## config.mk

```make
export PLATFORM = sky130hd
export DESIGN_NAME = mem_arbiter
export DESIGN_NICKNAME = d
export VERILOG_FILES = /design/src/rtl/mem_arbiter_pkg.sv /design/src/rtl/mem_arbiter_age_counter.sv /design/src/rtl/mem_arbiter.sv
export SDC_FILE = /design/constraint.sdc
export NUM_CORES = 1
export LEC_CHECK = 0
export BUFFER_PORTS_ARGS = -buffer_cell sky130_fd_sc_hd__buf_2
export CAP_MARGIN = 30
export CORE_MARGIN = 5
export CORE_UTILIZATION = 35
export DETAILED_ROUTE_END_ITERATION = 8
export GPL_ROUTABILITY_DRIVEN = 1
export PLACE_DENSITY = 0.72
export SLEW_MARGIN = 20
export SYNTH_ARGS = -nofsm -noshare
export SYNTH_HDL_FRONTEND = slang
export SYNTH_SLANG_ARGS = --single-unit
export TNS_END_PERCENT = 50
```

## constraint.sdc

```tcl
create_clock -name clk -period 1.8 [get_ports clk]
set_input_delay 0.36 -clock clk [delete_from_list [all_inputs] [get_ports clk]]
set_output_delay 0.36 -clock clk [all_outputs]
set_load 0.005 [all_outputs]
```

## src/rtl/mem_arbiter_pkg.sv

```systemverilog
// Shared definitions for the two-port memory arbiter: FSM state encoding,
// default port widths and the fetch-starvation threshold.
package mem_arbiter_pkg;

    localparam int unsigned DEF_ADDR_W   = 32;
    localparam int unsigned DEF_DATA_W   = 32;
    localparam int unsigned DEF_MAX_WAIT = 4;

    // Width of the fetch age counter; MAX_WAIT must fit in it (1..15).
    localparam int unsigned AGE_W = 4;

    typedef enum logic [1:0] {
        IDLE    = 2'd0,
        IF_BUSY = 2'd1,
        LS_BUSY = 2'd2
    } arb_state_e;

endpackage

```

## src/rtl/mem_arbiter_age_counter.sv

```systemverilog
// Saturating fetch age counter: counts the idle cycles a fetch request has
// been passed over, so the arbiter can force a fetch grant after MAX_WAIT.
module arb_age_counter
    import mem_arbiter_pkg::*;
#(
    parameter int unsigned MAX_WAIT = DEF_MAX_WAIT
) (
    input  logic             clk,
    input  logic             reset,
    input  logic             inc,
    input  logic             clr,
    output logic [AGE_W-1:0] count
);

    localparam logic [AGE_W-1:0] AGE_LIMIT = AGE_W'(MAX_WAIT);

    logic [AGE_W-1:0] r_count;

    // Clear wins over increment; increment stops at the starvation limit.
    always_ff @(posedge clk or negedge reset) begin
        if (!reset) begin
            r_count <= '0;
        end else if (clr) begin
            r_count <= '0;
        end else if (inc && (r_count < AGE_LIMIT)) begin
            r_count <= r_count + 1'b1;
        end
    end

    assign count = r_count;

endmodule

```

## src/rtl/mem_arbiter.sv

```systemverilog
// Arbiter sharing one single-port memory between an instruction-fetch port
// and a load-store port. One transaction outstanding at a time; load-store
// has priority unless the fetch has been starved for MAX_WAIT idle cycles.
module mem_arbiter
    import mem_arbiter_pkg::*;
#(
    parameter int unsigned ADDR_W   = DEF_ADDR_W,
    parameter int unsigned DATA_W   = DEF_DATA_W,
    parameter int unsigned MAX_WAIT = DEF_MAX_WAIT
) (
    input  logic                clk,
    input  logic                reset,
    // instruction fetch port
    input  logic                if_req,
    input  logic [ADDR_W-1:0]   if_addr,
    output logic                if_gnt,
    output logic                if_rvalid,
    output logic [DATA_W-1:0]   if_rdata,
    // load-store port
    input  logic                ls_req,
    input  logic                ls_we,
    input  logic [ADDR_W-1:0]   ls_addr,
    input  logic [DATA_W-1:0]   ls_wdata,
    input  logic [DATA_W/8-1:0] ls_be,
    output logic                ls_gnt,
    output logic                ls_rvalid,
    output logic [DATA_W-1:0]   ls_rdata,
    // shared memory port
    output logic                mem_req,
    output logic                mem_we,
    output logic [ADDR_W-1:0]   mem_addr,
    output logic [DATA_W-1:0]   mem_wdata,
    output logic [DATA_W/8-1:0] mem_be,
    input  logic                mem_ready,
    input  logic [DATA_W-1:0]   mem_rdata
);

    localparam int unsigned      BE_W      = DATA_W / 8;
    localparam logic [AGE_W-1:0] AGE_LIMIT = AGE_W'(MAX_WAIT);

    arb_state_e       r_state;
    arb_state_e       w_state_next;
    logic [AGE_W-1:0] w_age;
    logic             w_if_wins;
    logic             w_ls_wins;
    logic             w_if_gnt;
    logic             w_ls_gnt;
    logic             w_busy;
    logic             w_done;
    logic             w_age_inc;

    logic [ADDR_W-1:0] r_addr;
    logic              r_we;
    logic [DATA_W-1:0] r_wdata;
    logic [BE_W-1:0]   r_be;
    logic              r_if_rvalid;
    logic              r_ls_rvalid;
    logic [DATA_W-1:0] r_if_rdata;
    logic [DATA_W-1:0] r_ls_rdata;

    assign w_busy = (r_state != IDLE);
    assign w_done = w_busy && mem_ready;

    // FSM state register
    always_ff @(posedge clk or negedge reset) begin
        if (!reset) begin
            r_state <= IDLE;
        end else begin
            r_state <= w_state_next;
        end
    end

    // Arbitration, grants and next state; grants exist only while idle
    always_comb begin
        w_state_next = r_state;
        w_if_gnt     = 1'b0;
        w_ls_gnt     = 1'b0;
        w_if_wins    = if_req && (!ls_req || (w_age >= AGE_LIMIT));
        w_ls_wins    = ls_req && !w_if_wins;
        case (r_state)
            IDLE: begin
                w_if_gnt = w_if_wins;
                w_ls_gnt = w_ls_wins;
                if (w_if_wins) begin
                    w_state_next = IF_BUSY;
                end else if (w_ls_wins) begin
                    w_state_next = LS_BUSY;
                end
            end
            IF_BUSY, LS_BUSY: begin
                if (mem_ready) begin
                    w_state_next = IDLE;
                end
            end
            default: w_state_next = IDLE;
        endcase
    end

    // Grants are forced low while reset is held so every output reads 0.
    assign if_gnt = w_if_gnt & reset;
    assign ls_gnt = w_ls_gnt & reset;

    // Fetch loses an idle cycle whenever it asks and is not granted.
    assign w_age_inc = (r_state == IDLE) && if_req && !w_if_gnt;

    arb_age_counter #(
        .MAX_WAIT (MAX_WAIT)
    ) u_age (
        .clk   (clk),
        .reset (reset),
        .inc   (w_age_inc),
        .clr   (w_if_gnt),
        .count (w_age)
    );

    // Capture the winner's request fields on the grant edge
    always_ff @(posedge clk or negedge reset) begin
        if (!reset) begin
            r_addr  <= '0;
            r_we    <= 1'b0;
            r_wdata <= '0;
            r_be    <= '0;
        end else if (w_if_gnt) begin
            r_addr  <= if_addr;
            r_we    <= 1'b0;
            r_wdata <= '0;
            r_be    <= '1;
        end else if (w_ls_gnt) begin
            r_addr  <= ls_addr;
            r_we    <= ls_we;
            r_wdata <= ls_wdata;
            r_be    <= ls_be;
        end
    end

    // Completion pulses and read data, routed to whichever port owned the memory
    always_ff @(posedge clk or negedge reset) begin
        if (!reset) begin
            r_if_rvalid <= 1'b0;
            r_ls_rvalid <= 1'b0;
            r_if_rdata  <= '0;
            r_ls_rdata  <= '0;
        end else begin
            r_if_rvalid <= w_done && (r_state == IF_BUSY);
            r_ls_rvalid <= w_done && (r_state == LS_BUSY);
            if (w_done && (r_state == IF_BUSY)) begin
                r_if_rdata <= mem_rdata;
            end
            if (w_done && (r_state == LS_BUSY)) begin
                r_ls_rdata <= mem_rdata;
            end
        end
    end

    // Memory request follows the busy state, so it drops as soon as reset hits;
    // the request fields are zeroed whenever no request is presented.
    assign mem_req   = w_busy;
    assign mem_we    = w_busy ? r_we    : 1'b0;
    assign mem_addr  = w_busy ? r_addr  : '0;
    assign mem_wdata = w_busy ? r_wdata : '0;
    assign mem_be    = w_busy ? r_be    : '0;

    assign if_rvalid = r_if_rvalid;
    assign if_rdata  = r_if_rdata;
    assign ls_rvalid = r_ls_rvalid;
    assign ls_rdata  = r_ls_rdata;

endmodule
```

# Word level (Yosys, flattened, before mapping)
# Cells that the tools add are included.
[classes]
n_eq_ne = 4
n_reduce_logical = 18
n_mul = 0
div = 0
bitwise = 2
magnitude_cmp = 2
addsub = 1
shifts = 0
muxes = 20
[op_table]
columns = ["operator", "n"]
rows = [
  ["$mux W32", 6],
  ["$mux W4", 5],
  ["$logic_and A1 B1 Y1", 8],
  ["$mux W2", 3],
  ["$reduce_bool A2 Y1", 3],
  ["$mux W1", 5],
  ["$add A4 B1 Y4 const B", 1],
  ["$ge A4 B3 Y1 const B", 1],
  ["$lt A4 B3 Y1 const B", 1],
  ["$pmux W2 S2", 1],
  ["$logic_not A1 Y1", 3],
  ["$ne A3 B3 Y1 const B", 1],
  ["$and A1 B1 Y1", 2],
  ["$eq A2 B1 Y1 const B", 1],
  ["$eq A2 B2 Y1 const B", 1],
  ["$logic_not A2 Y1", 1],
  ["$ne A2 B2 Y1 const B", 1],
  ["$reduce_and A2 Y1", 1],
  ["$reduce_or A2 Y1", 1],
  ["$logic_or A1 B1 Y1", 1],
]
[totals]
latch_bits = 0
ramBits = 0
regBits = 141
rom_bits = 0
mem_count = 0
word_cells = 57
in_bits = 138

# Longest topological paths before layout
# Gate-level depths: netlist of run 1.
[logic_depth]
depth_word = 9
mapped_depth = 8

# Cells and area by module
# From an unflattened synthesis of run 1, not the netlist that was laid out.
[hier_totals]
hier_cells = 537
hier_area_um2 = 6267.3
[by_module_without_submodules]
columns = ["mod", "area_each_um2", "cells_each", "instances", "seq_area_each_um2"]
rows = [
  ["mem_arbiter", 6069.6, 521, 1, 3428.3],
  ["arb_age_counter", 197.7, 16, 1, 100.1],
]

# Least setup slack after synthesis of run 1
# No wires, ideal clock.
[synth_timing]
path_kind = "reg2out"
start = "reg r_state[0]"
end = "out mem_addr[2]"
path_buffers = 2
arrival_time_ns = 1.283
path_stages_with_launch = 6
slack_ns = 0.157
path_cell_list = "dfrtp_1 > inv_1 > ha_1 > buf_4 > clkbuf_1 > and2b_1"
[synth_via]
elab_chain_cells = 2
[synth_lines]
columns = ["element", "line_no", "rtl"]
rows = [
  ["from (decl)", "mem_arbiter.sv:41", "arb_state_e r_state;"],
  ["from (signal assigned)", "mem_arbiter.sv:69", "r_state <= w_state_next;"],
  ["$reduce_bool A2 Y1", "mem_arbiter.sv:61", "assign w_busy = (r_state != IDLE);"],
  ["$mux W32", "mem_arbiter.sv:159", "assign mem_addr = w_busy ? r_addr : '0;"],
  ["to (decl)", "mem_arbiter.sv:31", "output logic [ADDR_W-1:0] mem_addr,"],
]
# Every way passes these cells.

# Worst setup path in the final report of run 1
# Ends and elaborated chain as after synthesis.

==> flow_summary.ini, run 1 <==
[synth]
ys_warn_count = 0
synth_top_family_by_area = compound AO/OA/AOI/OAI gates
synthSimpleGateAreaFrac_pct = 11.61
synthXorXnorAreaFrac_pct = 0
synth-compound-area-share_pct = 14.62
synth-seq-cells = 141
ys.flop_type = dfrtp_1
synth_mux_area_share_pct = 11.63
synth_fa_ha_area_share_pct = 0.8076
yosysSeqAreaShare_pct = 56.94
syn_inst = 530
async_flop_share_pct = 100.0
synth_area_per_cell_um2 = 11.69
syn-num-nets = 672
syn_area_um2 = 6197
synth_cell_type_count = 32
synth-edff-count = 0

[timing]
rsz0062_at_grt = yes
worst_slew_pin_slew_ns = 0.8573
fin_crit_ns = 1.917
fin_crit_sh_pct = 106.5
max_freq_mhz = 521.6
hold_viol = 0
slew_violations = 0
final.setup.tns_ns = -3.920
setup_viol = 70
postLayoutSetupSlackWorst_ns = -0.1172
slew_headroom_pct = 42.84
skew_ns = 0.01344

[drt]
finalWirelength_mm = 17.74
dr.first_iter.drc_count = 167
ant_nets = 0
first_pass_iters = 5
num_vias = 5292
avgRoutedWirePerCell_um = 16.81
drc = 0
via_per_inst = 5.016

[placement]
dp_hpwl_mm = 12.26
dpl_cell_area_um2 = 7879
place_congestion = 0.8071
place_inst = 1007
pre_cts_ws_ns = 0.003887
port-buffer-count = 275

[power]
power_frac_comb_pct = 45.2
ir_worst_vdd_v = 0.0008065
p_int_w = 0.01041
power.share.clock_pct = 21.1
power_switching_w = 0.005524
powerDensity_nw_per_um2 = 1834
seq_power_share_pct = 33.7
switching_share_pct = 34.66
p_leak_nw = 4.378

[setup_path]
arrival_ns = 1.56
critPathKind = register to output pin
worstPathRequired_ns = 1.44
worstRegToRegCells = 7
cp_max_fo = 9
cp-start-kind = register
worstSetupEndpointType = output pin

[clock_network]
htree_levels = 4
clk_latency_ns = 0.42
clk_pin_slew_ns = 0.06
root_buffer = clkbuf_16
cts_tree = built
numCtsBuffers = 17
numClockSinks = 141
cts_buffer_depth = 2

[floorplanning]
start_util_pct = 35.71
fp.dieArea_um2 = 20470
ios = 276
die_h_um = 143.1
coreArea_um2 = 17360
fp.dieW_um = 143.1
placementRows = 48

[grt]
grt_usage_pct = 16.54
busiest_layer = met2
grt_max_degree = 83
grt_pass1_vias = 5256
use_met2_pct = 27.57
use_met1_pct = 20.28
grt-ovfl-total = 0
antenna_found_initial = 1
grt_pass1_wl_mm = 26.81
grt.met3_usage_pct = 5.727

[cells_and_area]
stdcell_area_um2 = 8691
regArea_um2 = 3531
drive_above_1_share_pct = 51.57
multi_input_area_um2 = 2491
area_delta_synth_final_pct = 40.24
nFillCells = 1589
nNetsFinal = 959
n_antenna_cell = 0
fin_cells = 1055

[job]
cap_viol_max_count = 0

[hold_path]
min_path_cells = 2
min_path_type = input port to register

[outcome]
outcome = finished, violations left
violations = negative setup slack
[cell type report]
cell class,count,area share [%]
clock buffers,22,5.572
clock inverters,10,1.008
inverters,5,0.2160
multi-input cells,343,28.66
flip-flops and latches,141,40.63
well taps,225,3.239
repair buffers,309,20.67
[placed cells by master (no fill, tap or decap), drive strengths merged, types with 3 or more instances in the layout]
cell type / Yosys / final
a22o: 34 / 34
clkbuf: 13 / 22
inv: 5 / 6
nor2b: 69 / 69
nor2: 35 / 35
and2: 3 / 3
buf: 29 / 308
o21ai: 38 / 39
a21oi: 35 / 35
clkinv: 0 / 6
ha: 4 / 4
mux2: 64 / 64
a31oi: 32 / 32
dfrtp: 141 / 141
nand3: 9 / 9
nand2: 7 / 7
[worst max-delay path, cell delays in order (launching register included)]
cell     delay (ns)
dfrtp_1        0.39
inv_2          0.09
ha_4           0.22
buf_12         0.15
and2b_1        0.18
buf_2          0.12
[worst paths after layout]
path                               from        endpoint  slack (ns)
max                          r_state[0]     mem_addr[2]       -0.12
min                        ls_wdata[28]     r_wdata[28]        0.17
max reg2reg                  r_state[0]    ls_rdata[17]        0.02
min reg2reg                 r_wdata[17]     r_wdata[17]        0.49
max in group asynchronous         reset    ls_rdata[19]        0.60
min in group asynchronous         reset  u_age.count[3]        0.32
[synth_stat cells (2+ instances only)]
master    count  area [µm²]
dfrtp_1     141        3528
nor2_1       35       131.4
buf_8         3       45.04
buf_4         2       15.01
o21ai_1       2       10.01
nor2b_1      69       431.7
o21ai_0      36       180.2
a22o_1       34       297.8
a31oi_1      32       200.2
nand3_1       9       45.04
mux2_2       64       720.7
and2_1        2       12.51
ha_1          4       50.05
o21a_1        2       15.01
inv_1         5       18.77
nand2_1       7       26.28
clkbuf_1     13       48.80
buf_2        20       100.1
buf_6         4       45.04
a21oi_1      34       170.2
[layer usage]
metal | up-vias | part of all wire, %
met5 | - | 0.039
met4 | 2 | 1.9
met3 | 30 | 8.9
met2 | 227 | 49
met1 | 2580 | 40
li1 | 2453 | -
[power by group through the flow]
stage,registers (W),logic [W],clock network (W)
after floorplan,0.00534,0.00384,0
final,0.00538,0.00720,0.00336
after global routing,0.00555,0.00788,0.00357
after CTS,0.00537,0.00712,0.00345
after detailed placement,0.00541,0.00661,0
after global placement,0.00538,0.00649,0
[state kept, by name, indices dropped and copies added, names as in the netlist]
| name | cells |
|---|---|
| ls_rdata | 32 |
| if_rdata | 32 |
| if_rvalid | 1 |
| r_we | 1 |
| ls_rvalid | 1 |
| r_state | 2 |
| r_wdata | 32 |
| u_age.count | 4 |
| r_be | 4 |
| r_addr | 32 |
[logic make-up (layout without fill, tap and decap cells)]
family | count (synthesis) | in the layout
AOI/OAI and AO/OA | 144 | 145
adders and majority gates | 4 | 4
buffers and inverters | 47 | 346
DFF | 141 | 141
muxes | 64 | 64
and+or+nand+nor | 130 | 130
[what timing repair did]
action	CTS	global route
hold buffers	1	0
setup endpoints to repair	72	171
pin swaps	3	1
buffers inserted	11	3
endpoints found under the hold margin	2	0
cloned	1	1
resized for setup	16	14
[metrics by stage]
step           power [W]  hold slack (ns)  utilization [%]
6_report         0.01594           0.1718            50.07
5_1_grt          0.01700           0.1551            50.07
4_1_cts          0.01594           0.1451            49.65
3_5_place_dp     0.01203           0.1542            45.39
3_3_place_gp     0.01187           0.1529            45.39
2_1_floorplan   0.009179          0.06441                -
(Power assumes the default switching activity.)
==> inputs of run 2 (changes only) <==
--- a/config.mk
+++ b/config.mk
@@ -5,13 +5,14 @@
 export SDC_FILE = /design/constraint.sdc
 export NUM_CORES = 1
 export LEC_CHECK = 0
+export ABC_AREA = 1
 export BUFFER_PORTS_ARGS = -buffer_cell sky130_fd_sc_hd__buf_2
 export CAP_MARGIN = 30
 export CORE_MARGIN = 5
-export CORE_UTILIZATION = 35
+export CORE_UTILIZATION = 45
 export DETAILED_ROUTE_END_ITERATION = 8
 export GPL_ROUTABILITY_DRIVEN = 1
-export PLACE_DENSITY = 0.72
+export PLACE_DENSITY = 0.86
 export SLEW_MARGIN = 20
 export SYNTH_ARGS = -nofsm -noshare
 export SYNTH_HDL_FRONTEND = slang
==> run 2 against run 1 <==
Compared with the run above: flip-flop and latch count unchanged; the run still ends with negative setup slack left; highest routed layer unchanged; critical endpoint is now mem_wdata[29]; fmax increased by 1.1%; sequential power about the same; synthesized cell count increased by 65%; register-to-register slack improved by 0.13 ns; sequential share of layout area decreased by 2.3 points; synthesized area increased by 6.6%; via count increased by 20%; first-iteration DRC count increased by 100%; clock power increased by 8.6%.
==> flow_summary.ini, run 2 <==
[clock_network]
clk_latency_ns = 0.40
numCtsBuffers = 17
htree_levels = 4
root_buffer = clkbuf_16
cts_buffer_depth = 2
numClockSinks = 141
clk_pin_slew_ns = 0.06
cts_tree = built

[synth]
yosysTopAreaCell = dfrtp_1
synth_commonest_cells = 279 x nand2_1, 179 x inv_1, 141 x dfrtp_1
ys_warn_count = 0
synth-seq-cells = 141
synth_top_area_share_pct = 53.43
async_flop_share_pct = 100.0
synth_area_per_cell_um2 = 7.565
synth-edff-count = 0
syn_area_um2 = 6604
syn_inst = 873
synth.area.top_cells = dfrtp_1 53%, nand2_1 16%, inv_1 10%, o21ai_0 5.2%, nor2_1 4.1%
synth_cell_type_count = 18
yosysSeqAreaShare_pct = 53.43
syn-num-nets = 1015
synth.most_common_cell = nand2_1
ys.flop_type = dfrtp_1

[setup_path]
critPathKind = register to output pin
cp-start-kind = register
worstPathRequired_ns = 1.44
arrival_ns = 1.54
cp_max_fo = 6
worstSetupEndpointType = output pin

[cells_and_area]
stdcell_area_um2 = 9214
nNetsFinal = 1292
drive_above_1_share_pct = 32.47
n_antenna_cell = 0
final_common_cell = nand2_1
area_delta_synth_final_pct = 39.52
final_cell_mix = 279 x nand2_1, 272 x buf_2, 176 x inv_1
nFillCells = 1258

[outcome]
violations = negative setup slack
outcome = finished, violations left

[timing]
worst_slew_pin_slew_ns = 0.7219
rsz0062_at_grt = yes
fin_crit_sh_pct = 105.4
postLayoutSetupSlackWorst_ns = -0.09655
setup_viol = 65
max_freq_mhz = 527.3
hold_viol = 0
slew_headroom_pct = 51.88
skew_ns = 0.005159
slew_violations = 0
fin_crit_ns = 1.897

[power]
ir_worst_vdd_v = 0.0007744
powerDensity_nw_per_um2 = 1778
switching_share_pct = 36.77
power.share.clock_pct = 22.3
seq_power_share_pct = 32.9
power_frac_comb_pct = 44.8
p_int_w = 0.01036
power_switching_w = 0.006025
p_leak_nw = 5.570

[drt]
finalWirelength_mm = 18.75
first_pass_iters = 4
via_per_inst = 4.738
avgRoutedWirePerCell_um = 13.94
drc = 0
num_vias = 6373
ant_nets = 0
dr.first_iter.drc_count = 335

[floorplanning]
placementRows = 44
ios = 276
start_util_pct = 45.61
coreArea_um2 = 14480
die_h_um = 131.1
fp.dieW_um = 131.1
fp.dieArea_um2 = 17200

[job]
cap_viol_max_count = 0

[grt]
grt_pass1_vias = 6153
grt-ovfl-total = 0
grt_pass1_wl_mm = 30.30
grt_usage_pct = 21.26
grt_max_degree = 142
antenna_found_initial = 1

[placement]
place_congestion = 0.8256
pre_cts_ws_ns = 0.1329
port-buffer-count = 275
dp_hpwl_mm = 12.88
dpl_cell_area_um2 = 8210

[hold_path]
min_path_type = input port to async pin
[run 2: cell type report]
class | instances | area [µm²] | area share (%)
multi-input cells | 501 | 2301 | 24.97
flip-flops and latches | 141 | 3528 | 38.29
well taps | 184 | 230.2 | 2.499
repair buffers | 309 | 1861 | 20.19
inverters | 180 | 678.2 | 7.360
clock buffers | 24 | 481.7 | 5.228
clock inverters | 6 | 133.9 | 1.453
[run 2: final timing paths]
path	depth (start not counted)	to	slack, ns	start
max in group asynchronous	2	r_wdata[4]	1.19	reset
setup / recovery	6	mem_wdata[29]	-0.1	r_state[0]
setup reg to reg	9	u_age.count[0]	0.15	r_state[0]
min in group clk	3	r_wdata[23]	0.14	ls_wdata[23]
hold reg to reg	2	r_addr[9]	0.48	r_addr[9]
hold / removal	2	ls_rdata[11]	0.09	reset
[run 2: layer usage]
layer | share of wire [%] | track usage (%) | vias to the layer above
li1 | - | - | 3150
met1 | 41 | 26.49 | 2946
met2 | 50 | 35.47 | 240
met3 | 7.0 | 6.116 | 35
met4 | 2.1 | 7.333 | 2
met5 | 0.069 | 0 | -
[run 2: kinds of logic after synthesis]
group | Yosys count | share of synthesized area [%]
buffers and inverters | 231 | 14.10
adders and majority gates | 4 | 0.7579
DFF | 141 | 53.43
and+or+nand+nor | 424 | 26.18
AOI/OAI and AO/OA | 73 | 5.532
[run 2: per-stage QoR]
step                      hold slack, ns  total power [W]  std cells  TNS, ns  utilization [%]
after floorplan                  0.06441         0.008806        873        0                -
after global placement            0.4614          0.01133       1298        0            56.71
after detailed placement          0.4649          0.01153       1298        0            56.71
after CTS                         0.1190          0.01627       1343   -5.796            62.95
after global routing              0.1208          0.01764       1345   -10.26            63.64
final                            0.09293          0.01638       1345   -4.483            63.64
[run 2: repair_timing]
| action | 4_1_cts | 5_1_grt |
|---|---|---|
| pin swaps | 25 | 4 |
| gates cloned | 4 | 1 |
| resized for setup | 28 | 28 |
| endpoints found under the hold margin | 0 | 0 |
| hold buffers | 0 | 0 |
| setup buffers | 12 | 2 |
| endpoints found under the setup margin | 72 | 90 |
[run 2: power by group through the flow]
stage	Combinational, W	Sequential (W)	Clock [W]
6_report	0.00734	0.00539	0.00365
4_1_cts	0.00715	0.00538	0.00374
2_1_floorplan	0.00347	0.00534	0
5_1_grt	0.00819	0.00556	0.00389
3_5_place_dp	0.00614	0.00540	0
3_3_place_gp	0.00597	0.00536	0
[run 2: critical path, cell delays in order, from the launching register on]
cell and delay, ns:
dfrtp_1 0.38, inv_2 0.08, ha_4 0.17, buf_6 0.15
clkbuf_16 0.17, nor2_4 0.04, buf_2 0.12
==> inputs of run 3 (changes only) <==
--- a/config.mk
+++ b/config.mk
@@ -9,10 +9,11 @@
 export BUFFER_PORTS_ARGS = -buffer_cell sky130_fd_sc_hd__buf_2
 export CAP_MARGIN = 30
 export CORE_MARGIN = 5
-export CORE_UTILIZATION = 45
+export CORE_UTILIZATION = 48
 export DETAILED_ROUTE_END_ITERATION = 8
 export GPL_ROUTABILITY_DRIVEN = 1
-export PLACE_DENSITY = 0.86
+export PLACE_DENSITY = 0.9
+export SKIP_LAST_GASP = 1
 export SLEW_MARGIN = 20
 export SYNTH_ARGS = -nofsm -noshare
 export SYNTH_HDL_FRONTEND = slang
==> run 3 against run 2 <==
Compared with the run above: die area shrank 5.8%; cell count is 0.59% lower; the flow still finishes with violations (negative setup slack); count of clock-buffer cells in the layout shrank 5; sequential power hardly changed; worst setup slack worse by 0.061 ns; largest power group unchanged; combinational power grew 2%; flip-flop and latch count unchanged; critical endpoint is now mem_wdata[28]; utilization up 5.1 points; global-route usage up 1.9 points; register-to-register slack got worse by 0.10 ns.
==> flow_summary.ini, run 3 (same netlist as run 2, synthesis figures left out) <==
[outcome]
outcome = finished, violations left
violations = negative setup slack

[timing]
rsz0062_at_grt = yes
worst_slew_pin_slew_ns = 0.7285
setup_viol = 71
max_freq_mhz = 510.8
postLayoutSetupSlackWorst_ns = -0.1575
skew_ns = 0.01050
slew_headroom_pct = 51.44
fin_crit_ns = 1.958
fin_crit_sh_pct = 108.8
hold_viol = 0
slew_violations = 0

[cells_and_area]
area_delta_synth_final_pct = 39.03
fin_cells = 1337
final_common_cell = nand2_1
nNetsFinal = 1289
stdcell_area_um2 = 9181
final_cell_mix = 279 x nand2_1, 274 x buf_2, 177 x inv_1
utilization_pct = 68.79
drive_above_1_share_pct = 31.84

[grt]
grt_pass1_vias = 6267
grt_pass1_wl_mm = 30.21
antenna_found_initial = 3
grt-ovfl-total = 0
grt_max_degree = 142
grt_usage_pct = 23.14

[floorplanning]
fp.dieArea_um2 = 16200
fp.dieW_um = 127.3
ios = 276
placementRows = 42
die_h_um = 127.3
start_util_pct = 49.48
coreArea_um2 = 13350

[drt]
drt-met1-wl_mm = 7.654
topRoutingLayerUsed = met5
met2_length_mm = 10.20
wl_met3_mm = 1.295
drc = 0
dr.first_iter.drc_count = 443
ant_nets = 0
avgRoutedWirePerCell_um = 14.80
first_pass_iters = 6
num_vias = 6457
finalWirelength_mm = 19.79
via_per_inst = 4.829

[clock_network]
cts_buffer_depth = 2
clk_latency_ns = 0.41
root_buffer = clkbuf_16
clk_pin_slew_ns = 0.06
cts_tree = built
numCtsBuffers = 17
htree_levels = 4
numClockSinks = 141

[setup_path]
r2r_start = r_state[1]
worstSetupEndpointType = output pin
critPathKind = register to output pin
worstPathRequired_ns = 1.44
slowest_delay_ns = 0.38
worstRegToRegCells = 7
cp-start-kind = register
r2r-end = r_wdata[14]
cp_top_family = buffers and inverters
crit_chain = inv_2 > ha_4 > buf_12 > buf_16 > nor2_1 > buf_2
slowest_stage = dfrtp_1
critPathBufInv = 4
regToRegSetupSlack_ns = 0.05
arrival_ns = 1.60
cp_max_fo = 17

[power]
powerDensity_nw_per_um2 = 1788
ir_worst_vdd_v = 0.0009610
p_leak_nw = 5.572

[placement]
dpl_cell_area_um2 = 8188
dp_hpwl_mm = 12.92
place_congestion = 0.8397
place_inst = 1285
port-buffer-count = 275

[job]
cap_viol_max_count = 0

[hold_path]
min_path_type = input port to async pin
## run 3: cell count changes in the layout (fill, tap and decap cells not counted), moves of 3 or more
cell and delta:
buf_6 -7, clkbuf_1 -4, clkinv_2 +5, nor2_1 +7, nor2_2 -9, buf_16 +3
## run 3: how the worst max path moves through the flow
stage | from | end | slack (ns) | cells after the start
finish | r_state[1] | mem_wdata[28] | -0.16 | 6
global route | r_state[0] | mem_wdata[28] | -0.23 | 6
CTS | r_state[1] | mem_addr[12] | -0.14 | 6
detailed placement | r_state[0] | r_wdata[14] | 0.04 | 6
global placement | r_state[0] | r_wdata[7] | 0.13 | 6
floorplan | r_state[0] | mem_addr[15] | 0.19 | 6
## run 3: cell type report
| type | count | area (µm²) |
|---|---|---|
| clock buffers | 19 | 452.9 |
| diodes | 2 | 5.005 |
| flip-flops and latches | 141 | 3528 |
| repair buffers | 306 | 1872 |
| clock inverters | 12 | 143.9 |
| well taps | 176 | 220.2 |
| inverters | 180 | 675.6 |
| fillers | 1059 | 4167 |
| multi-input cells | 501 | 2283 |
## run 3: repair_timing
| item | in CTS | in global routing |
|---|---|---|
| hold buffers | 0 | 0 |
| cloned | 3 | 3 |
| setup buffers | 9 | 4 |
| pin swaps | 1 | 6 |
| endpoints found under the setup margin | 72 | 89 |
| resized for setup | 13 | 25 |
## run 3: report_power, final
part	switching, W	internal, W	total [W]
sequential	0.000798	0.00463	0.00542
combinational	0.00415	0.00332	0.00747
clock	0.00128	0.00223	0.00352
## run 3: layer usage
metal  up-vias  global-route usage, %
li1       3141                      -
met1      2995                  28.45
met2       272                  39.83
met3        47                  5.175
met4         2                  8.770
met5         -                      0
## run 3: metrics by stage
step           total power (W)  hold WS (ns)  TNS [ns]  worst slack [ns]
2_1_floorplan         0.008806       0.06441         0            0.1880
3_3_place_gp           0.01124        0.4614         0            0.1316
3_5_place_dp           0.01151        0.4650         0           0.03926
4_1_cts                0.01585        0.1162    -8.284           -0.1413
5_1_grt                0.01756        0.1291    -13.89           -0.2276
6_report               0.01641       0.09154    -8.128           -0.1575
